### config.mk
export PLATFORM = sky130hd
export DESIGN_NAME = uart_rx_flat
export DESIGN_NICKNAME = d
export VERILOG_FILES = /design/src/rtl/uart_pkg.sv /design/src/rtl/uart_rx_if.sv /design/src/rtl/uart_rx_fifo.sv /design/src/rtl/uart_rx.sv /design/src/flat_wrapper.sv
export SDC_FILE = /design/constraint.sdc
export NUM_CORES = 1
export LEC_CHECK = 0
export CORE_MARGIN = 2
export CORE_UTILIZATION = 48
export CTS_CLUSTER_SIZE = 14
export DETAILED_ROUTE_END_ITERATION = 8
export GPL_ROUTABILITY_DRIVEN = 0
export PLACE_DENSITY = 0.63
export SKIP_CTS_REPAIR_TIMING = 1
export SLEW_MARGIN = 15
export SYNTH_ARGS = -nofsm -noshare
export SYNTH_HDL_FRONTEND = slang
export SYNTH_SLANG_ARGS = --single-unit
### constraint.sdc
create_clock -name sys_clk -period 4.2 [get_ports sys_clk]
set_input_delay 0.63 -clock sys_clk [delete_from_list [all_inputs] [get_ports sys_clk]]
set_output_delay 0.63 -clock sys_clk [all_outputs]
set_load 0.02 [all_outputs]
### src/rtl/uart_pkg.sv
// Shared UART definitions: receiver states, oversampling constants and the
// baud-tick divider, common to the receive and (future) transmit paths.
package uart_pkg;

  typedef enum logic [2:0] {
    IDLE,
    START,
    DATA,
    STOP,
    WAIT_HIGH
  } rx_state_t;

  localparam int OVERSAMPLE = 16;
  localparam int SAMPLE_A   = 7;
  localparam int SAMPLE_B   = 8;
  localparam int SAMPLE_C   = 9;

  // Clocks per oversample tick, rounded to nearest.
  function automatic int tick_div(input int clk_hz, input int baud);
    longint num;
    longint den;
    num = longint'(clk_hz) + longint'(baud) * 8;
    den = longint'(baud) * OVERSAMPLE;
    return int'(num / den);
  endfunction

endpackage

### src/rtl/uart_rx_if.sv
// Receive-byte stream handshake between the UART receiver and the bus glue.
interface uart_rx_if;
  logic [7:0] o_data;
  logic       o_valid;
  logic       i_ready;

  modport master (output o_data, output o_valid, input  i_ready);
  modport slave  (input  o_data, input  o_valid, output i_ready);
endinterface

### src/rtl/uart_rx_fifo.sv
// Show-ahead byte FIFO; head is the stored entry at the read pointer, so data
// is visible with no read latency.
module uart_rx_fifo #(
  parameter int DEPTH = 4
) (
  input  logic       sys_clk,
  input  logic       reset,
  input  logic       push,
  input  logic [7:0] push_data,
  input  logic       pop,
  output logic [7:0] head,
  output logic       valid,
  output logic       full
);
  localparam int AW = $clog2(DEPTH);

  logic [AW:0] wr_ptr, rd_ptr;
  logic [7:0]  mem [DEPTH];
  logic        empty, do_pop, do_push;

  // Extra pointer MSB distinguishes full from empty when the indices match.
  assign empty   = (wr_ptr == rd_ptr);
  assign full    = (wr_ptr[AW] != rd_ptr[AW]) && (wr_ptr[AW-1:0] == rd_ptr[AW-1:0]);
  assign do_pop  = pop & ~empty;
  assign do_push = push & (~full | do_pop);
  assign valid   = ~empty;
  assign head    = mem[rd_ptr[AW-1:0]];

  always_ff @(posedge sys_clk) begin
    if (reset) begin
      wr_ptr <= '0;
      rd_ptr <= '0;
      for (int i = 0; i < DEPTH; i++) mem[i] <= 8'h00;
    end else begin
      if (do_push) begin
        mem[wr_ptr[AW-1:0]] <= push_data;
        wr_ptr              <= wr_ptr + (AW+1)'(1);
      end
      if (do_pop) rd_ptr <= rd_ptr + (AW+1)'(1);
    end
  end

endmodule

### src/rtl/uart_rx.sv
// 8N1 UART receiver: synchronize, 16x oversample, 2-of-3 vote at mid-bit,
// and queue received bytes in a small show-ahead FIFO.
module uart_rx
  import uart_pkg::*;
#(
  parameter int CLK_HZ     = 27000000,
  parameter int BAUD       = 115200,
  parameter int FIFO_DEPTH = 4
) (
  input  logic      sys_clk,
  input  logic      reset,
  input  logic      i_rxd,
  uart_rx_if.master rx,
  output logic      o_busy,
  output logic      o_frame_err,
  output logic      o_overrun
);
  localparam int TICK_DIV = tick_div(CLK_HZ, BAUD);
  localparam int TW       = (TICK_DIV > 1) ? $clog2(TICK_DIV) : 1;
  localparam int SW       = $clog2(OVERSAMPLE);

  if (TICK_DIV < 2) begin : g_bad_div
    $error("uart_rx: TICK_DIV must be at least 2");
  end
  if (FIFO_DEPTH < 2 || (FIFO_DEPTH & (FIFO_DEPTH - 1)) != 0) begin : g_bad_depth
    $error("uart_rx: FIFO_DEPTH must be a power of 2, minimum 2");
  end

  logic            rxd_s1, rxd, rxd_prev;
  logic [TW-1:0]   tick_cnt;
  logic [SW-1:0]   samp;
  logic            tick, fall, decide, maj;
  logic            sa, sb;
  rx_state_t       state;
  logic [2:0]      bit_idx;
  logic [7:0]      shreg;
  logic            push, pop, full;

  always_ff @(posedge sys_clk) begin
    if (reset) begin
      rxd_s1   <= 1'b1;
      rxd      <= 1'b1;
      rxd_prev <= 1'b1;
    end else begin
      rxd_s1   <= i_rxd;
      rxd      <= rxd_s1;
      rxd_prev <= rxd;
    end
  end

  assign fall   = rxd_prev & ~rxd;
  assign tick   = (tick_cnt == TW'(TICK_DIV - 1));
  assign decide = tick && (samp == SW'(SAMPLE_C));
  // Third vote is the live line at the deciding sample.
  assign maj    = (sa & sb) | (sa & rxd) | (sb & rxd);

  // Start edge realigns the oversample phase to the incoming frame.
  always_ff @(posedge sys_clk) begin
    if (reset || (state == IDLE && fall)) begin
      tick_cnt <= '0;
      samp     <= '0;
    end else if (tick) begin
      tick_cnt <= '0;
      samp     <= samp + SW'(1);
    end else begin
      tick_cnt <= tick_cnt + TW'(1);
    end
  end

  always_ff @(posedge sys_clk) begin
    if (reset) begin
      state       <= IDLE;
      bit_idx     <= '0;
      shreg       <= 8'h00;
      sa          <= 1'b1;
      sb          <= 1'b1;
      push        <= 1'b0;
      o_busy      <= 1'b0;
      o_frame_err <= 1'b0;
    end else begin
      push        <= 1'b0;
      o_frame_err <= 1'b0;
      if (tick && samp == SW'(SAMPLE_A)) sa <= rxd;
      if (tick && samp == SW'(SAMPLE_B)) sb <= rxd;
      case (state)
        IDLE: if (fall) begin
          state  <= START;
          o_busy <= 1'b1;
        end
        START: if (decide) begin
          if (maj) begin
            state  <= IDLE;
            o_busy <= 1'b0;
          end else begin
            state   <= DATA;
            bit_idx <= '0;
          end
        end
        DATA: if (decide) begin
          shreg <= {maj, shreg[7:1]};
          if (bit_idx == 3'd7) state <= STOP;
          else                 bit_idx <= bit_idx + 3'd1;
        end
        // Returning to IDLE at mid-stop leaves margin for a back-to-back start.
        STOP: if (decide) begin
          if (maj) begin
            push   <= 1'b1;
            state  <= IDLE;
            o_busy <= 1'b0;
          end else begin
            o_frame_err <= 1'b1;
            state       <= WAIT_HIGH;
          end
        end
        WAIT_HIGH: if (rxd) begin
          state  <= IDLE;
          o_busy <= 1'b0;
        end
        default: begin
          state  <= IDLE;
          o_busy <= 1'b0;
        end
      endcase
    end
  end

  assign pop = rx.o_valid & rx.i_ready;

  always_ff @(posedge sys_clk) begin
    if (reset) o_overrun <= 1'b0;
    else       o_overrun <= push & full & ~pop;
  end

  uart_rx_fifo #(.DEPTH(FIFO_DEPTH)) u_fifo (
    .sys_clk   (sys_clk),
    .reset     (reset),
    .push      (push),
    .push_data (shreg),
    .pop       (pop),
    .head      (rx.o_data),
    .valid     (rx.o_valid),
    .full      (full)
  );

endmodule

### src/flat_wrapper.sv
// flat-port wrapper written by rule: the top's interface ports become plain ports
module uart_rx_flat import uart_pkg::*;
#(
  parameter int CLK_HZ     = 27000000,
  parameter int BAUD       = 115200,
  parameter int FIFO_DEPTH = 4
)
  (sys_clk, reset, i_rxd, o_busy, o_frame_err, o_overrun, rx_o_data, rx_o_valid, rx_i_ready);
  uart_rx_if rx_i ();
  input  logic sys_clk;
  input  logic reset;
  input  logic i_rxd;
  output logic o_busy;
  output logic o_frame_err;
  output logic o_overrun;
  output wire logic [$bits(rx_i.o_data)-1:0] rx_o_data;
  output wire logic [$bits(rx_i.o_valid)-1:0] rx_o_valid;
  input wire logic [$bits(rx_i.i_ready)-1:0] rx_i_ready;
  assign rx_o_data = rx_i.o_data;
  assign rx_o_valid = rx_i.o_valid;
  assign rx_i.i_ready = rx_i_ready;
  uart_rx #(.CLK_HZ(CLK_HZ), .BAUD(BAUD), .FIFO_DEPTH(FIFO_DEPTH)) u_core (.sys_clk(sys_clk), .reset(reset), .i_rxd(i_rxd), .rx(rx_i), .o_busy(o_busy), .o_frame_err(o_frame_err), .o_overrun(o_overrun));
endmodule
==> impl_metrics.yaml <==
clock_tree:
  numCtsBuffers: 9
  tritoncts_clock_tree: "done"
  clock_sinks: 71
  clk_path_buf_depth: 2
  htreeDepth: 3
  worst_skew_pair.late_latency_ns: 0.34
  worst_setup_hold_path_clk_slew_ns: 0.07
  clk_root_buffer_cell: "sky130_fd_sc_hd__clkbuf_8"
floorplan:
  pin_count: 16
  placement_rows: 29
  chipHeight_um: 84.9
  die_area_um2: 7210
  die_w_um: 84.9
  floorplan.initialDensity_pct: 49.5
  fp.coreArea_um2: 6350
critical_path:
  cp.arrival_ns: 2.11
  criticalPathCategory: "register to output port"
  cp_endpoint_kind: "output port"
  worstPathRequired_ns: 3.57
  critPathLaunchType: "register"
  worst_path_max_fanout: 8
global_route:
  grt_first_pass_wirelength_um: 9190
  globalRoute.totalOverflow: 0
  grt_usage_pct: 16.3
  grt_start_max_net_pins: 27
  grt_antenna_before_repair: 0
  first_global_vias: 1896
power_and_ir_drop:
  p_int_mw: 1.09
  power_frac_seq_pct: 55.0
  power.combinational.fraction_pct: 3.4
  vdd_ir_drop_max_uv: 222
  total_power_mw: 1.36
  clock_network_fraction_of_design_power_pct: 41.7
  p_sw_mw: 0.269
  power_density_nw_per_um2: 383
  power_switching_share_pct: 19.8
  standby_leakage_power_nw: 1.34
timing:
  period_utilization_post_route_pct: 65.3
  report.final.setup_viol: 0
  fin_setup_tns_ns: 0
  rsz0062_at_grt: "no"
  final_hold_viol_count: 0
  fmaxAchievable_mhz: 365
  worst_pin_slew_ns: 0.923
  timing.max_slew.rel_slack_pct: 38.3
  layout_min_cycle_time_ns: 2.74
  max_clock_skew_ns: 0.0129
  slew_violations: 0
placed_design:
  detailedPlacementHpwl_um: 3790
  postPlaceCellArea_um2: 3340
  portBuffers: 15
final_layout:
  final_instance_area_um2: 3550
  nNetsFinal: 301
  seq_cell_area_um2: 1740
  multi_input_comb_area_um2: 1320
  syn_to_final_growth_pct: 13.0
  fillers: 544
  layout-drive-gt1-share_pct: 11.6
  ant_cells: 0
synth:
  yosys.cell_types.count: 48
  synth_seq_area_share_pct: 55.5
  syn_nets: 286
  yosysTopAreaCell: "sky130_fd_sc_hd__edfxtp_1"
  synth_top_flop_cell: "sky130_fd_sc_hd__dfxtp_1"
  synth.top_cells.by_count: "sky130_fd_sc_hd__nor2_1 (64), sky130_fd_sc_hd__dfxtp_1 (39), sky130_fd_sc_hd__edfxtp_1 (32)"
  ys_async_sr_fraction_pct: 0
  synthesis.yosys.warnings: 0
  netlist_area_before_placement_um2: 3140
  netlist.area_leader.share_pct: 30.6
  yosys-top-cells-area: "sky130_fd_sc_hd__edfxtp_1 (31%), sky130_fd_sc_hd__dfxtp_1 (25%), sky130_fd_sc_hd__nor2_1 (7.6%)"
  avgSynthCellArea_um2: 11.5
  post_synth_inst_count: 273
  yosys.cell_count.top_type: "sky130_fd_sc_hd__nor2_1"
  synth_enable_flop_cells: 32
  synth_seq_cells: 71
route:
  route.vias.total: 1959
  detail_route.drc_violations: 0
  drtAntennaViolNets: 0
  post_route_wl_um: 5400
  route.met3.wl_um: 221
  route.layer.met1.wl_um: 2560
  maxUsedRoutingLayer: "met4"
  detailedRoute.firstPassIterationCount: 4
  detailedRoute.firstIterationViolations: 84
  post_drt_wl_per_cell_um: 14.6
  drt-vias-per-instance: 5.29
  met2_length_um: 2540
worst_hold_path:
  hp-class: "register to register"
flow_run:
  max_cap_viol_count: 0
outcome:
  status: "complete, no violations"
## logic make-up (layout without fill, tap and decap cells)
| group | count (synthesis) | in the layout | share of synthesized area (%) |
|---|---|---|---|
| flops | 71 | 71 | 55.5 |
| xor+xnor | 12 | 12 | 3.59 |
| mux | 23 | 23 | 10.5 |
| compound gates | 23 | 23 | 6.26 |
| fa+ha+maj | 10 | 10 | 3.90 |
| buf+inv | 20 | 40 | 2.55 |
| simple gates | 114 | 114 | 17.7 |
## sequential cells by signal (all words and copies together), names as in the netlist, named ones only
signal	cells
u_core.state	3
u_core.o_busy	1
u_core.tick_cnt	4
u_core.push	1
u_core.bit_idx	3
u_core.shreg	8
u_core.sb	1
u_core.u_fifo.wr_ptr	3
u_core.o_frame_err	1
u_core.rxd	1
u_core.u_fifo.rd_ptr	3
u_core.u_fifo.mem	32
u_core.rxd_prev	1
u_core.samp	4
u_core.rxd_s1	1
u_core.o_overrun	1
u_core.sa	1
## stage by stage
stage	instances	worst slack [ns]	hold WS, ns	util, %
6_report	370	1.46	0.419	55.9
2_1_floorplan	273	2.04	0.389	-
4_1_cts	370	1.38	0.420	55.9
5_1_grt	370	1.33	0.439	55.9
3_3_place_gp	354	1.40	0.397	52.7
3_5_place_dp	354	1.38	0.398	52.7
## worst max-delay path, cell delays in order, from the launching register on
cell	delay [ns]
sky130_fd_sc_hd__dfxtp_1	0.65
sky130_fd_sc_hd__mux4_2	0.58
sky130_fd_sc_hd__clkdlybuf4s50_1	0.55
## cells in the final DEF, fill, tap and decap left out, types with 5 or more instances in the layout
master	Yosys	routed
sky130_fd_sc_hd__o21bai_1	5	5
sky130_fd_sc_hd__clkdlybuf4s50_1	0	15
sky130_fd_sc_hd__mux4_2	8	8
sky130_fd_sc_hd__edfxtp_1	32	32
sky130_fd_sc_hd__nand2_1	15	15
sky130_fd_sc_hd__nor2_1	64	64
sky130_fd_sc_hd__nor3_1	7	7
sky130_fd_sc_hd__xor2_1	9	9
sky130_fd_sc_hd__inv_1	8	8
sky130_fd_sc_hd__nand2b_1	6	6
sky130_fd_sc_hd__dfxtp_1	39	39
sky130_fd_sc_hd__clkbuf_8	0	9
sky130_fd_sc_hd__mux2i_1	15	15
sky130_fd_sc_hd__ha_1	9	9
## power groups by stage
stage               clock network, mW  registers (mW)  logic [mW]
floorplan                           0           0.760      0.0302
finish                          0.566           0.747      0.0458
detailed placement                  0           0.763      0.0464
global placement                    0           0.763      0.0455
CTS                             0.576           0.747      0.0465
global route                    0.604           0.748      0.0503
## layout make-up
cell class                      count  area share, %
Clock buffer                       11           3.70
Inverter                            8          0.846
Tap cell                           77           2.71
Timing Repair Buffer               16           4.44
Multi-Input combinational cell    182           37.2
Sequential cell                    71           49.1
Clock inverter                      5           2.08
## worst paths after layout
path	from	endpoint	slack, ns	depth (start not counted)
worst max-delay path	register	rx_o_data[2]	1.46	2
worst min-delay path	u_core.rxd_s1	u_core.rxd	0.42	1
worst max register to register	u_core.u_fifo.wr_ptr[0]	u_core.u_fifo.mem[3][7]	1.96	3
worst min register to register	u_core.rxd_s1	u_core.rxd	0.42	1
## routing by layer
metal,vias to the layer above,global-route usage (%)
met4,0,8.51
met1,925,21.5
met5,-,0
li1,989,-
met3,7,3.60
met2,38,25.4
No activity file was read; power rests on OpenSTA's default activity.
